<file path="src/rtl/serial_sub8_pkg.sv">
// Shared definitions for the bit-serial subtractor: FSM encodings, default width
// and the two's-complement overflow helper.
package serial_sub8_pkg;

    localparam int DEFAULT_WIDTH = 8;

    localparam logic [1:0] ST_IDLE  = 2'd0;
    localparam logic [1:0] ST_SHIFT = 2'd1;
    localparam logic [1:0] ST_DONE  = 2'd2;

    // Overflow of a - b: operand signs differ and the result sign differs from the minuend.
    function automatic logic sub_ovfl(input logic a_msb, input logic b_msb, input logic d_msb);
        return (a_msb ^ b_msb) & (d_msb ^ a_msb);
    endfunction

endpackage

</file>
<file path="src/rtl/serial_sub8_full_sub.sv">
// Combinational one-bit full subtractor: d = a - b - bin, bout = borrow out.
module full_sub (
    input  logic a,
    input  logic b,
    input  logic bin,
    output logic d,
    output logic bout
);

    assign d    = a ^ b ^ bin;
    assign bout = (~a & b) | (~(a ^ b) & bin);

endmodule

</file>
<file path="src/rtl/serial_sub8.sv">
// Bit-serial subtractor computing A - B - Bin LSB first with valid/ready handshakes.
// Optional compare flags Z/LT are enabled by defining SERIAL_SUB_CMP_EN.
module serial_sub8
    import serial_sub8_pkg::*;
#(
    parameter int WIDTH = DEFAULT_WIDTH
) (
    input  logic             clk,
    input  logic             rst,
    input  logic             in_valid,
    output logic             in_ready,
    input  logic [WIDTH-1:0] A,
    input  logic [WIDTH-1:0] B,
    input  logic             Bin,
    output logic             out_valid,
    input  logic             out_ready,
    output logic [WIDTH-1:0] D,
    output logic             Bout,
    output logic             ovfl,
    output logic             Z,
    output logic             LT
);

    localparam int CW = $clog2(WIDTH);

    logic [1:0]       state_r;
    logic [WIDTH-1:0] a_r;
    logic [WIDTH-1:0] b_r;
    logic [WIDTH-2:0] d_sh_r;
    logic [CW-1:0]    cnt_r;
    logic             brw_r;

    logic             d_bit_s;
    logic             brw_next_s;
    logic             last_s;
    logic             ovfl_next_s;
    logic [WIDTH-1:0] d_next_s;

    full_sub u_cell (
        .a    (a_r[0]),
        .b    (b_r[0]),
        .bin  (brw_r),
        .d    (d_bit_s),
        .bout (brw_next_s)
    );

    // The partial difference never reaches D; only the completed word is copied out.
    assign d_next_s    = {d_bit_s, d_sh_r};
    assign last_s      = (cnt_r == CW'(WIDTH - 1));
    assign ovfl_next_s = sub_ovfl(a_r[0], b_r[0], d_bit_s);

    // Control FSM, serial datapath and registered result outputs.
    always_ff @(posedge clk or posedge rst) begin
        if (rst) begin
            state_r   <= ST_IDLE;
            a_r       <= {WIDTH{1'b0}};
            b_r       <= {WIDTH{1'b0}};
            d_sh_r    <= {(WIDTH-1){1'b0}};
            cnt_r     <= {CW{1'b0}};
            brw_r     <= 1'b0;
            in_ready  <= 1'b1;
            out_valid <= 1'b0;
            D         <= {WIDTH{1'b0}};
            Bout      <= 1'b0;
            ovfl      <= 1'b0;
        end else begin
            case (state_r)
                ST_IDLE: begin
                    if (in_valid) begin
                        a_r      <= A;
                        b_r      <= B;
                        brw_r    <= Bin;
                        cnt_r    <= {CW{1'b0}};
                        in_ready <= 1'b0;
                        state_r  <= ST_SHIFT;
                    end
                end
                ST_SHIFT: begin
                    a_r    <= {1'b0, a_r[WIDTH-1:1]};
                    b_r    <= {1'b0, b_r[WIDTH-1:1]};
                    brw_r  <= brw_next_s;
                    d_sh_r <= d_next_s[WIDTH-1:1];
                    cnt_r  <= cnt_r + CW'(1);
                    if (last_s) begin
                        D         <= d_next_s;
                        Bout      <= brw_next_s;
                        ovfl      <= ovfl_next_s;
                        out_valid <= 1'b1;
                        state_r   <= ST_DONE;
                    end
                end
                ST_DONE: begin
                    if (out_ready) begin
                        out_valid <= 1'b0;
                        in_ready  <= 1'b1;
                        state_r   <= ST_IDLE;
                    end
                end
                default: begin
                    out_valid <= 1'b0;
                    in_ready  <= 1'b1;
                    state_r   <= ST_IDLE;
                end
            endcase
        end
    end

`ifdef SERIAL_SUB_CMP_EN
    logic z_next_s;
    logic lt_next_s;

    assign z_next_s  = (d_next_s == {WIDTH{1'b0}});
    assign lt_next_s = d_bit_s ^ ovfl_next_s;

    // Compare flags captured alongside Bout on the final serial step.
    always_ff @(posedge clk or posedge rst) begin
        if (rst) begin
            Z  <= 1'b0;
            LT <= 1'b0;
        end else if ((state_r == ST_SHIFT) && last_s) begin
            Z  <= z_next_s;
            LT <= lt_next_s;
        end
    end
`else
    assign Z  = 1'b0;
    assign LT = 1'b0;
`endif

endmodule

</file>
<file path="config.mk">
export PLATFORM = sky130hd
export DESIGN_NAME = serial_sub8
export DESIGN_NICKNAME = d
export VERILOG_FILES = /design/src/rtl/serial_sub8_pkg.sv /design/src/rtl/serial_sub8_full_sub.sv /design/src/rtl/serial_sub8.sv
export SDC_FILE = /design/constraint.sdc
export NUM_CORES = 1
export LEC_CHECK = 0
export ABC_AREA = 0
export BUFFER_PORTS_ARGS = -buffer_cell sky130_fd_sc_hd__buf_2
export CORE_MARGIN = 3
export CORE_UTILIZATION = 59
export DETAILED_ROUTE_END_ITERATION = 16
export PLACE_DENSITY = 0.84
export SLEW_MARGIN = 20
export SYNTH_ARGS = -nofsm -noshare
export SYNTH_HDL_FRONTEND = slang
export SYNTH_SLANG_ARGS = --single-unit
</file>
<file path="constraint.sdc">
create_clock -name clk -period 3.5 [get_ports clk]
set_clock_uncertainty 0.1 [all_clocks]
set_input_delay 0.525 -clock clk [delete_from_list [all_inputs] [get_ports clk]]
set_output_delay 0.525 -clock clk [all_outputs]
set_load 0.005 [all_outputs]
</file>
==> results.txt, run 1 <==
* Routed via count: 1,336
- FF+latch count, synth: 41
* Largest net degree at the start of global routing: 42
* Resize count post-CTS: 0
* Die span in x: 63.3 um
- The number of antenna violations at the first check in global routing is 0.
* Seq/Total Area, Yosys: 0.531
- For the worst-skew pair, the clock arrives at the later sink with an insertion delay of 0.35 ns.
* TritonCTS Buffers: 5
- After global routing the overflow that remains totals 0.
* Boundary Pins: 35
- TritonCTS built the clock tree.
* Max stage delay on crit path: 0.95 ns
- Tot GR Track Use: 0.197
* Synth-to-Final Area Change: 10.5%
- The core region is 3100 sq um.
- CTS placed an instance of sky130_fd_sc_hd__clkbuf_4 at the clock tree root.
- Min Tclk post-route: 2.16 ns
* Placed insts: 235
* Outcome: completed
- The most used flip-flop cell after synthesis is sky130_fd_sc_hd__dfrtp_1.
- Fraction of final layout cells sized beyond drive strength 1: 0.302
- Of the total power, the clock network draws 0.124.
- The number of buffers and inverters on the critical path is 0.
- Setup violations remaining at the end of the flow were counted as 0.
* Antenna Nets Post-Route: 0
- The worst register-to-register path has a setup slack of 1.34 ns.
- The kind of cell with the highest combined delay along the critical path is flip-flops.
- H-tree depth: 2
- The clock passes through at most 2 buffers.
- Counting the fill cells in the layout gives 269.
- Worst ir drop on vdd: 0.000387 V
- Once the clock tree was built, the setup fixing pass inserted 0 buffers.
- Source of the worst register-to-register timing path: state_r[0]
- The critical path is of the register to register type.
- Transition at the pin with the smallest max-transition slack: 0.896 ns
- The worst setup path is captured at a register.
* DIE HEIGHT: 63.3 um
- Count of cell types in the netlist: 30
- In the post-synthesis netlist, the cell with the most instances is sky130_fd_sc_hd__dfrtp_1.
- STA puts the critical path data arrival time at 2.32 ns.
- The total count of hold-check failures in the final report was 0.
- Lkg Pwr: 1.03 nW
- Count of unresolved DRC violations after routing: 0
* Unrepaired setup endpoints after global routing: no
- At the end of the flow, the number of nets in the layout was 223.
- Detailed-router iteration count before antenna repair: 4
- Number of rows created at floorplan: 20
* Cell type with the highest aggregate area in the netlist: sky130_fd_sc_hd__dfrtp_1
- Cell Int Power: 0.00115 W
- Net switching power figure: 0.000684 W
* Final Cycle Share: 0.618
- In this run the tightest slew margin relative to its limit is 0.403.
- Final estimated routing congestion in global placement: 0.789
- In this run the worst path has a maximum fanout of 30.
* Total power consumption of the routed design: 0.00183 W
- Global-route wire length before repair: 6110 um
- Final count of pins violating max slew: 0
- Vias per Instance: 5.50
- The final layout contains routed wiring with a total length of 3560 um.
* Synth warnings: 0
- Accumulated negative setup slack: 0 ns
- Violation count after the first detailed-routing iteration: 38
- Synth Area per Inst: 11.4 sq um
* Share of async-settable or async-resettable flops after synthesis: 1.00
- After synthesis, the cell types taking the most area are sky130_fd_sc_hd__dfrtp_1 52%, sky130_fd_sc_hd__a221oi_2 4.7%, sky130_fd_sc_hd__nand2_1 4.7%.
- Number of max-cap violations: 0
- 0 antenna diodes ended up in the layout.
- Layout Cells excl Fill: 243
- For this design the ratio of total power to cell area is 858 nW/um^2.
* Number of enable flip-flop cells after synthesis: 0
* Post-synth top area share: 0.517
- Critical path cell sequence: nor2_2 > or2_0 > a221oi_2
* Hold_buf cts: 0
- Number of instances in the synthesized netlist: 169
* Number of I/O port buffers: 32
* Critical path startpoint category: register
- The worst hold path belongs to the class input port to asynchronous set/reset pin.
- The die covers 4000 sq um.
- Of the total power, the share spent switching nets is 0.373.
- Post-DP HPWL: 2560 um
* Worst path slowest cell: sky130_fd_sc_hd__dfrtp_1
- Vias in the first global route: 1,333
- CTS clk-pin slew, worst paths: 0.12 ns
- For the worst setup path, the data required time is 3.66 ns.
- The initial utilization of the core area, before any placement, comes to 0.623.
* R2R cell count: 3
* Clock net sink count: 41
* Routed wire length per instance: 14.6 um
* Combinational share of power: 0.402
- In this run the critical register-to-register path is captured at a_r[1].
- Post-Syn Area: 1930 sq um
- Sequential group share of total power: 0.474
- The commonest cells after synthesis are 40 x sky130_fd_sc_hd__dfrtp_1, 24 x sky130_fd_sc_hd__nand2_1, 12 x sky130_fd_sc_hd__nor3b_1.
* Highest attainable clock frequency: 462 MHz
## worst max path at each step
stage,start,endpoint,slack (ns),cells after the start
detailed placement,state_r[0],a_r[1],1.38,3
finish,state_r[0],a_r[1],1.34,3
global placement,state_r[0],a_r[5],1.47,3
global route,state_r[0],a_r[1],1.12,3
floorplan,rst,Bout,1.93,1
CTS,state_r[0],a_r[1],1.35,3
## power groups by stage
stage / clock network [W] / registers, W / logic [W]
6_report: 0.000228 / 0.000869 / 0.000737
3_5_place_dp: 0 / 0.000881 / 0.000746
4_1_cts: 0.000238 / 0.000871 / 0.000747
2_1_floorplan: 0 / 0.000813 / 0.000625
5_1_grt: 0.000259 / 0.000904 / 0.000827
3_3_place_gp: 0 / 0.000863 / 0.000704
## registers in the layout, summed over array words and instances, names as in the netlist, 2 cells and up
| signal | flops |
|---|---|
| state_r | 2 |
| a_r | 8 |
| b_r | 8 |
| d_sh_r | 7 |
| D | 8 |
| cnt_r | 3 |
## cell type report
type	count	area (sq um)	area share
clock buffers	5	37.5	0.0176
clock inverters	3	17.5	0.00819
inverters	8	30.0	0.0140
multi-input cells	109	803	0.376
flip-flops and latches	41	1030	0.480
well taps	44	55.1	0.0257
repair buffers	33	168	0.0784
## cell families (layout without fill, tap and decap cells)
group / Yosys count / in the layout / synth area share
AND/OR/NAND/NOR: 58 / 58 / 0.168
multiplexers: 8 / 8 / 0.0563
other: 1 / 2 / 0.00194
XOR/XNOR: 1 / 1 / 0.00453
flip-flops: 41 / 41 / 0.531
adder cells (fa/ha/maj): 4 / 4 / 0.0298
buffers and inverters: 20 / 49 / 0.0556
AO/OA/AOI/OAI: 36 / 36 / 0.153
## stage by stage
stage / cell area (sq um) / utilization / worst slack, ns / hold slack, ns
floorplan: 1940 / - / 1.93 / 0.346
global placement: 2080 / 0.671 / 1.47 / 0.356
detailed placement: 2080 / 0.671 / 1.38 / 0.369
CTS: 2140 / 0.689 / 1.35 / 0.182
global route: 2140 / 0.689 / 1.12 / 0.228
finish: 2140 / 0.689 / 1.34 / 0.176
## per-layer routing
layer	global-route usage	up-vias	part of all wire
met3	0.0624	7	0.067
met5	0	-	0
li1	-	642	-
met4	0.0755	0	0.017
met2	0.307	46	0.47
met1	0.257	641	0.44
## tightest hold or removal path: stages
cell	delay [ns]
sky130_fd_sc_hd__buf_2	0.10
sky130_fd_sc_hd__inv_1	0.04
sky130_fd_sc_hd__buf_4	0.42
## cells in the final DEF (no fill, tap or decap), drive strengths merged, types with 2 or more instances in the layout
cell,netlist,routed
nor3b,12,12
o221a,3,3
nor2,7,7
a22o,2,2
dfrtp,40,40
nand3b,4,4
o22a,7,7
clkinv,0,2
conb,1,2
nand2,24,24
inv,8,8
ha,3,3
nand2b,2,2
o21ai,8,8
a21oi,9,9
buf,10,33
mux2,8,8
clkbuf,2,5
nor2b,8,8
a221oi,6,6
Note: power is estimated with default switching activity, not from simulation.
==> inputs of run 2 (changes only) <==
--- a/config.mk
+++ b/config.mk
@@ -8,9 +8,9 @@
 export ABC_AREA = 0
 export BUFFER_PORTS_ARGS = -buffer_cell sky130_fd_sc_hd__buf_2
 export CORE_MARGIN = 3
-export CORE_UTILIZATION = 59
+export CORE_UTILIZATION = 55
 export DETAILED_ROUTE_END_ITERATION = 16
-export PLACE_DENSITY = 0.84
+export PLACE_DENSITY = 0.79
 export SLEW_MARGIN = 20
 export SYNTH_ARGS = -nofsm -noshare
 export SYNTH_HDL_FRONTEND = slang
==> constraint.sdc (replaced) <==
create_clock -name clk -period 2.2 [get_ports clk]
set_clock_uncertainty 0.1 [all_clocks]
set_input_delay 0.33 -clock clk [delete_from_list [all_inputs] [get_ports clk]]
set_output_delay 0.33 -clock clk [all_outputs]
set_load 0.005 [all_outputs]
==> run 2 against run 1 <==
  * Sequential cell count unchanged
  * Largest cell class unchanged
  * Count of clock-buffer cells in the layout unchanged
  * Highest routed layer unchanged
  * Hold slack got worse by 0.051 ns
  * Via count increased by 1.9%
  * First-iteration DRC count increased to 2.7 times the previous value
  * Core utilization decreased by 0.67 points
  * Combinational power increased by 78%
==> results.txt, run 2 (synthesis results as in run 1) <==
- Outcome: completed (unchanged).
- The worst IR drop on VDD was 0.000601 V (was 0.000387 V).
- The total core area came to 3200 sq um (was 3100 sq um).
- Maximum buffer depth of the clock tree: 2 (unchanged)
* Global-route wire length before repair: 6680 um (was 6110 um)
* Critical path fanouts, max: 15 (was 30)
- The highest routed metal layer was met4 (unchanged).
- The number of search-and-repair iterations in the first detailed-routing pass came to 4 (unchanged).
* Max stage delay on crit path: 0.57 ns (was 0.95 ns)
* Starting Density: 0.604 (was 0.623)
- The non-filler instance count after layout is 249 (was 243).
- The count of cells resized by post-cts repair came to 0 (unchanged).
* Worst hold stages: 3
- The required time at the endpoint of the critical path was 2.35 ns (was 3.66 ns).
* DIE HEIGHT: 65.3 um (was 63.3 um)
- Setup slack, reg-to-reg: 0.53 ns (was 1.34 ns)
* Number of rows created at floorplan: 20 (unchanged)
- Area used by multi-input combinational logic: 803 sq um (unchanged)
- Clock net sink count: 41 (unchanged)
- Boundary Pins: 35 (unchanged)
* Highest attainable clock frequency: 598 MHz (was 462 MHz)
- Remaining global-route overflow: 0 (unchanged)
* H-tree depth: 2 (unchanged)
- Unrepaired setup endpoints after global routing: no (unchanged)
* Power density over the cells: 1380 nW/um^2 (was 858 nW/um^2)
- Overall die area: 4260 sq um (was 4000 sq um)
* Final Cycle Share: 0.760 (was 0.618)
- Endpoint arrival time on the critical path: 1.82 ns (was 2.32 ns)
- Number of antenna violations at the first check in global routing: 0 (unchanged)
- The clock latency reported for the late side of the worst-skew pair is 0.36 ns (was 0.35 ns).
- The total cell area at the placement stage came to 2120 sq um (was 2080 sq um).
* Min Tclk post-route: 1.67 ns (was 2.16 ns)
- CTS clk-pin slew, worst paths: 0.12 ns (about the same)
- Tot GR Track Use: 0.205 (was 0.197)
* Leading cell types in the layout, fill and taps excluded: 40 x sky130_fd_sc_hd__dfrtp_1, 32 x sky130_fd_sc_hd__buf_2, 24 x sky130_fd_sc_hd__nand2_1 (unchanged)
- Most frequent standard cell in the layout excluding fill and tap cells: sky130_fd_sc_hd__dfrtp_1 (unchanged)
* Category of the critical setup timing path: register to register (unchanged)
- The total of hold buffers inserted after clock tree synthesis came to 1 (was 0).
* Sequential Area: 1030 sq um (unchanged)
* Vias per Instance: 5.47 (was 5.50)
* Lkg Pwr: 1.06 nW (was 1.03 nW)
* Count of unresolved DRC violations after routing: 0 (unchanged)
* Clock tree from TritonCTS: done (unchanged)
* Transition at the pin with the smallest max-transition slack: 0.595 ns (was 0.896 ns)
- Top flop regs: D (8), a_r (8), b_r (8) (unchanged).
- Critical path startpoint category: register (unchanged)
- Headroom to the max-slew limit: 0.602 (was 0.403)
- The average wire length per cell after detail routing is 15.0 um (was 14.6 um).
- Post-DP HPWL: 2620 um (was 2560 um)
* Hold path startpoint: A[7]
* Antenna Nets Post-Route: 0 (unchanged)
- Placed insts: 240 (was 235)
- Number of max-cap violations: 0 (unchanged)
- The final-report setup violation count was 0 (unchanged).
- Crit Reg-Reg Endpoint: b_r[6] (was a_r[1])
- The total count of hold-check failures in the final report came to 0 (unchanged).
* Violation count after the first detailed-routing iteration: 101 (was 38)
- Buffers inserted during post-CTS setup optimization: 0 (unchanged)
- The number of inserted diodes was 0 (unchanged).
- Fill cells: 267 (was 269)
- The endpoint class of the critical path is a register (unchanged).
* Hold WC Path Type: input port to register (was input port to asynchronous set/reset pin)
- TritonCTS Buffers: 5 (unchanged)
- Final count of pins violating max slew: 0 (unchanged)
- Final net count: 229 (was 223)
- The area of all placed cells without fillers came to 2190 sq um (was 2140 sq um).
- Wire length on met3: 208 um (was 237 um)
- The met1 layer wirelength in the final routing was 1660 um (was 1570 um).
- The fraction of final layout cells with drive strength greater than 1 is 0.317 (was 0.302).
- Met2 layer wire length in the routed design: 1790 um (was 1690 um)
- Final estimated routing congestion in global placement: 0.761 (was 0.789)
- Routed via count: 1,362 (was 1,336)
- Critical path cell sequence: buf_4 > nor2_2 > nand3b_1 > o221a_2 (was nor2_2 > or2_0 > a221oi_2).
- The number of global-route vias before repair was 1,390 (was 1,333).
- Source of the worst register-to-register timing path: state_r[1] (was state_r[0])
- Accumulated negative setup slack: 0 ns (unchanged)
* Number of I/O port buffers: 32 (unchanged)
- Hold EP: a_r[7]
- Worst path slowest cell: sky130_fd_sc_hd__dfrtp_1 (unchanged)
- CTS Root Buffer Type: sky130_fd_sc_hd__clkbuf_4 (unchanged)
- The largest net degree at the start of global routing was 42 (unchanged).
* Synth-to-Final Area Change: 13.0% (was 10.5%)
- The worst-case hold slack was 0.125 ns (was 0.176 ns).
- Die span in x: 65.3 um (was 63.3 um)
* R2R cell count: 4 (was 3)
- Core Util, Final: 0.682 (was 0.689)
- Routed Wire Length: 3750 um (was 3560 um)
==> run 2: changes by cell type in the layout (fill, tap and decap cells not counted) <==
cell,delta
sky130_fd_sc_hd__buf_4,+5
sky130_fd_sc_hd__dlygate4sd3_1,+1
==> run 2: power by group <==
part | internal (W) | switching (W) | total (W)
Combinational | 0.000644 | 0.000662 | 0.00131
Clock | 0.000121 | 0.000249 | 0.000369
Sequential | 0.00111 | 0.000224 | 0.00133
Total | 0.00187 | 0.00113 | 0.00301
==> run 2: metal layers <==
metal  vias up  track usage
met5         -            0
met4         0       0.0699
met3        11       0.0581
met2        43        0.334
met1       659        0.263
li1        649            -
==> run 2: final cells by class <==
class                   instances  area share
multi-input cells             109       0.367
well taps                      44      0.0252
clock inverters                 3     0.00801
repair buffers                 39      0.0985
clock buffers                   5      0.0172
flip-flops and latches         41       0.470
inverters                       8      0.0137
==> run 2: how the worst max path moves through the flow <==
| stage | from | to | slack [ns] | cells past startpoint |
|---|---|---|---|---|
| after floorplan | cnt_r[0] | D[0] | 0.65 | 5 |
| after global placement | in_valid | b_r[5] | 0.61 | 5 |
| after CTS | cnt_r[0] | D[6] | 0.55 | 4 |
| final | state_r[1] | b_r[6] | 0.53 | 4 |
| after detailed placement | in_valid | b_r[5] | 0.57 | 5 |
| after global routing | state_r[1] | b_r[6] | 0.40 | 4 |
==> run 2: stage by stage <==
step                worst slack [ns]  power, W
finish                         0.529   0.00301
floorplan                      0.649   0.00229
detailed placement             0.571   0.00265
CTS                            0.553   0.00302
global placement               0.614   0.00256
global route                   0.398   0.00326
==> run 2: critical path: cells and delay by family, from the launching register on <==
kind | cells | cell delay [ns]
and+or+nand+nor | 2 | 0.49
AOI/OAI and AO/OA | 1 | 0.14
buffers and inverters | 1 | 0.26
DFF | 1 | 0.57
==> inputs of run 3 (changes only) <==
--- a/config.mk
+++ b/config.mk
@@ -5,7 +5,7 @@
 export SDC_FILE = /design/constraint.sdc
 export NUM_CORES = 1
 export LEC_CHECK = 0
-export ABC_AREA = 0
+export ABC_AREA = 1
 export BUFFER_PORTS_ARGS = -buffer_cell sky130_fd_sc_hd__buf_2
 export CORE_MARGIN = 3
 export CORE_UTILIZATION = 55
==> constraint.sdc (replaced) <==
create_clock -name clk -period 1.65 [get_ports clk]
set_clock_uncertainty 0.1 [all_clocks]
set_input_delay 0.2475 -clock clk [delete_from_list [all_inputs] [get_ports clk]]
set_output_delay 0.2475 -clock clk [all_outputs]
set_load 0.005 [all_outputs]
==> run 3 against run 2 <==
  * Highest routed layer unchanged
  * Core utilization is 1.9 points lower
  * First-iteration DRC count is 14% lower
  * Count of clock-buffer cells in the layout is 1 higher
  * Maximum frequency is 12% higher
  * Global-route usage is 2.4 points lower
  * Cell count is 26% higher
  * Register-to-register slack worse by 0.37 ns
  * Largest power group unchanged
  * Combinational power is 24% higher
==> results.txt, run 3 <==
- The number of global-route vias before repair came to 1,405 (was 1,390).
- Seq/Total Area, Yosys: 0.526 (was 0.531)
* Post-DP HPWL: 2400 um (was 2620 um)
- The most common cell after layout, fill and taps aside was sky130_fd_sc_hd__nand2_1 (was sky130_fd_sc_hd__dfrtp_1).
* Largest net degree at the start of global routing: 42 (unchanged)
- The non-filler instance count after layout came to 314 (was 249).
- The largest family of logic cells by synthesized area is simple AND/OR/NAND/NOR gates (unchanged).
- Predominant post-synthesis flop cell: sky130_fd_sc_hd__dfrtp_1 (unchanged)
- The max-capacitance violation count was 0 (unchanged).
- The total core area came to 3390 sq um (was 3200 sq um).
* Fraction of final layout cells sized beyond drive strength 1: 0.224 (was 0.317)
- Top flop regs: D (8), a_r (8), b_r (8) (unchanged)
* Min Tclk post-route: 1.49 ns (was 1.67 ns)
- Synth-to-Final Area Change: 15.0% (was 13.0%)
- The overflow left after global routing was 0 (unchanged).
- Final count of pins violating max slew: 0 (unchanged)
- Cell Int Power: 0.00252 W (was 0.00187 W)
- The post-synthesis compound-gate area fraction was 0.0621 (was 0.153).
- Final instance area: 2250 sq um (was 2190 sq um)
- The average wire length per cell after detail routing came to 10.9 um (was 15.0 um).
- Endpoint arrival time on the critical path: 1.69 ns (was 1.82 ns)
* Count of cell types in the netlist: 29 (was 30)
- The violation count after the first detailed-routing iteration came to 87 (was 101).
- The largest buffer count on any clock path came to 2 (unchanged).
- Hold Vio Cnt, Final: 0 (unchanged)
* Post-synthesis share of cell area spent on xor and xnor gates: 0 (was 0.00453)
* Basic-gate share of the synthesized area counting and, or, nand and nor cells: 0.267 (was 0.168)
- Overall die area: 4300 sq um (was 4260 sq um)
* Count of unresolved DRC violations after routing: 0 (unchanged)
- Final net count: 292 (was 229)
- The top-level I/O count came to 35 (unchanged).
- Unrepaired setup endpoints after global routing: no (unchanged).
- The number of synthesized flops with an enable pin came to 0 (unchanged).
- Accumulated negative setup slack: 0 ns (unchanged)
- The upper clock frequency limit is 669 MHz (was 598 MHz).
- Routed via count: 1,485 (was 1,362)
- Sequential group share of total power: 0.429 (was 0.443)
* Global-route wire length before repair: 6000 um (was 6680 um)
* Final Cycle Share: 0.906 (was 0.760)
- The top cell type's share of synthesized area was 0.512 (was 0.517).
- The overall die width came to 65.6 um (was 65.3 um).
* CTS clk-pin slew, worst paths: 0.12 ns (about the same)
* Most frequent cell after synthesis: sky130_fd_sc_hd__nand2_1 (was sky130_fd_sc_hd__dfrtp_1)
- The count of buffers from port buffering is 32 (unchanged).
* Transition at the pin with the smallest max-transition slack: 0.500 ns (was 0.595 ns)
- The top cell type by total area after synthesis was sky130_fd_sc_hd__dfrtp_1 (unchanged).
* Post-Syn Area: 1950 sq um (was 1930 sq um)
* Adder and majority gate portion of the synthesized area: 0.0294 (was 0.0298)
- The leakage component of the power came to 1.24 nW (was 1.06 nW).
- Net switching fraction of the power: 0.379 (was 0.377)
- TritonCTS Buffers: 5 (unchanged)
* Cell area reported after detailed placement: 2130 sq um (was 2120 sq um)
- Power density over the cells: 1810 nW/um^2 (was 1380 nW/um^2)
- Placed insts: 303 (was 240)
- The combinational fraction of design power came to 0.402 (was 0.434).
- Headroom to the max-slew limit: 0.666 (was 0.602)
* Clock net sink count: 41 (unchanged)
- Final number of setup-violating endpoints: 0 (unchanged)
- The share of flip-flops with an asynchronous set or reset is 1.00 (unchanged).
- Tot GR Track Use: 0.181 (was 0.205)
- The post-detailed-route via-to-cell ratio was 4.73 (was 5.47).
- FF+latch count, synth: 41 (unchanged)
- Post-Route Hold Slack: 0.0581 ns (was 0.125 ns)
- Number of antenna violations at the first check in global routing: 0 (unchanged)
* CTS Root Buffer Type: sky130_fd_sc_hd__clkbuf_4 (unchanged)
* Clock power share: 0.170 (was 0.123)
* Worst Path Required: 1.85 ns (was 2.35 ns)
- Multiplexer share of the synthesized area: 0 (was 0.0563)
- Hold WC Path Type: input port to register (unchanged)
- The final estimated routing congestion in global placement is 0.789 (was 0.761).
- Outcome: completed (unchanged)
- The Yosys warning count is 0 (unchanged).
- Antenna diodes: 0 (unchanged)
* Critical path startpoint category: register (unchanged)
- Insertion delay of the later-clocked pin in the worst-skew pair: 0.35 ns (was 0.36 ns)
- Number of rows created at floorplan: 21 (was 20)
- The peak fanout along the critical path was 4 (was 15).
* Antenna Nets Post-Route: 0 (unchanged)
- The mean instance size in the synthesized netlist was 8.50 sq um (was 11.4 sq um).
* Net switching power figure: 0.00154 W (was 0.00113 W)
- The endpoint class of the critical path is a register (unchanged).
- List of most frequent post-synthesis cells: 80 x sky130_fd_sc_hd__nand2_1, 40 x sky130_fd_sc_hd__dfrtp_1, 32 x sky130_fd_sc_hd__inv_1 (was 40 x sky130_fd_sc_hd__dfrtp_1, 24 x sky130_fd_sc_hd__nand2_1, 12 x sky130_fd_sc_hd__nor3b_1).
- Clock tree from TritonCTS: done (unchanged)
- Number of instances in the synthesized netlist: 230 (was 169)
- Main area contributors after synthesis: sky130_fd_sc_hd__dfrtp_1 51%, sky130_fd_sc_hd__nand2_1 15%, sky130_fd_sc_hd__inv_1 6.1% (was sky130_fd_sc_hd__dfrtp_1 52%, sky130_fd_sc_hd__a221oi_2 4.7%, sky130_fd_sc_hd__nand2_1 4.7%).
- The category of the most critical setup path is register to register (unchanged).
- The initial standard-cell utilization of the core was 0.577 (was 0.604).
- The total design power came to 0.00406 W (was 0.00301 W).
- The worst IR drop on VDD is 0.000910 V (was 0.000601 V).
- Detailed-router iteration count before antenna repair: 4 (unchanged)
- The number of levels in the clock H-tree came to 2 (unchanged).
- Routed Wire Length: 3420 um (was 3750 um)
* Leading cell types in the layout, fill and taps excluded: 80 x sky130_fd_sc_hd__nand2_1, 40 x sky130_fd_sc_hd__dfrtp_1, 32 x sky130_fd_sc_hd__inv_1, 32 x sky130_fd_sc_hd__buf_2, 16 x sky130_fd_sc_hd__nand3_1 (was 40 x sky130_fd_sc_hd__dfrtp_1, 32 x sky130_fd_sc_hd__buf_2, 24 x sky130_fd_sc_hd__nand2_1)
* Buffers inserted during post-CTS setup optimization: 0 (unchanged)
- The die height was 65.6 um (was 65.3 um).
## run 3: changes by cell type after synthesis, moves of 7 or more
cell                      change
sky130_fd_sc_hd__o22a_1       -7
sky130_fd_sc_hd__nand3_1     +16
sky130_fd_sc_hd__inv_1       +24
sky130_fd_sc_hd__nor3b_1     -12
sky130_fd_sc_hd__nor2b_1      -8
sky130_fd_sc_hd__or2_2        +7
sky130_fd_sc_hd__nand2_1     +56
## run 3: critical path, cell delays in order (launching register included)
cell                      delay [ns]
sky130_fd_sc_hd__dfrtp_1        0.41
sky130_fd_sc_hd__inv_1          0.09
sky130_fd_sc_hd__fa_1           0.55
sky130_fd_sc_hd__inv_1          0.05
sky130_fd_sc_hd__a21oi_1        0.11
sky130_fd_sc_hd__nand3_1        0.08
sky130_fd_sc_hd__nand2_1        0.06
## run 3: final timing paths
kind | from | endpoint | slack [ns] | cells past startpoint
setup / recovery | a_r[0] | ovfl | 0.16 | 6
setup reg to reg | a_r[0] | ovfl | 0.16 | 6
hold reg to reg | in_ready | in_ready | 0.37 | 2
max in group asynchronous | rst | in_ready | 0.66 | 4
hold / removal | B[7] | b_r[7] | 0.06 | 3
min in group asynchronous | rst | D[3] | 0.43 | 4
## run 3: layout make-up
type,instances,area [sq um]
timing repair buffer,40,228
clock buffer,6,51.3
sequential,41,1030
clock inverter,2,37.5
fill,296,1140
multi-input combinational,144,708
inverter,35,139
tap,46,57.6
## run 3: cells by family (layout without fill, tap and decap cells)
kind of cell,count (synthesis),in the layout
DFF,41,41
adders and majority gates,4,4
and+or+nand+nor,115,115
AOI/OAI and AO/OA,23,23
buffers and inverters,46,83
other,1,2
## run 3: power groups by stage
| stage | Clock, W | Sequential, W | Combinational (W) |
|---|---|---|---|
| 3_5_place_dp | 0 | 0.00176 | 0.00164 |
| 6_report | 0.000689 | 0.00174 | 0.00163 |
| 3_3_place_gp | 0 | 0.00174 | 0.00159 |
| 2_1_floorplan | 0 | 0.00170 | 0.00132 |
| 5_1_grt | 0.000727 | 0.00181 | 0.00191 |
| 4_1_cts | 0.000696 | 0.00174 | 0.00167 |
## run 3: stage by stage
stage	util	setup slack (ns)
floorplan	-	0.260
global placement	0.628	0.210
detailed placement	0.628	0.188
CTS	0.663	0.155
global route	0.663	0.0672
finish	0.663	0.155
## run 3: repair_timing
item / 4_1_cts / 5_1_grt
hold buffers: 3 / 0
gates resized for setup: 0 / 0
hold endpoints to repair: 42 / 0
setup endpoints to repair: 0 / 0
## run 3: routing by layer
| metal | global-route usage | share of wire | vias up |
|---|---|---|---|
| met1 | 0.231 | 0.47 | 685 |
| met5 | 0 | 0 | - |
| met4 | 0.0777 | 0.023 | 0 |
| met3 | 0.0427 | 0.038 | 10 |
| li1 | - | - | 767 |
| met2 | 0.296 | 0.47 | 23 |
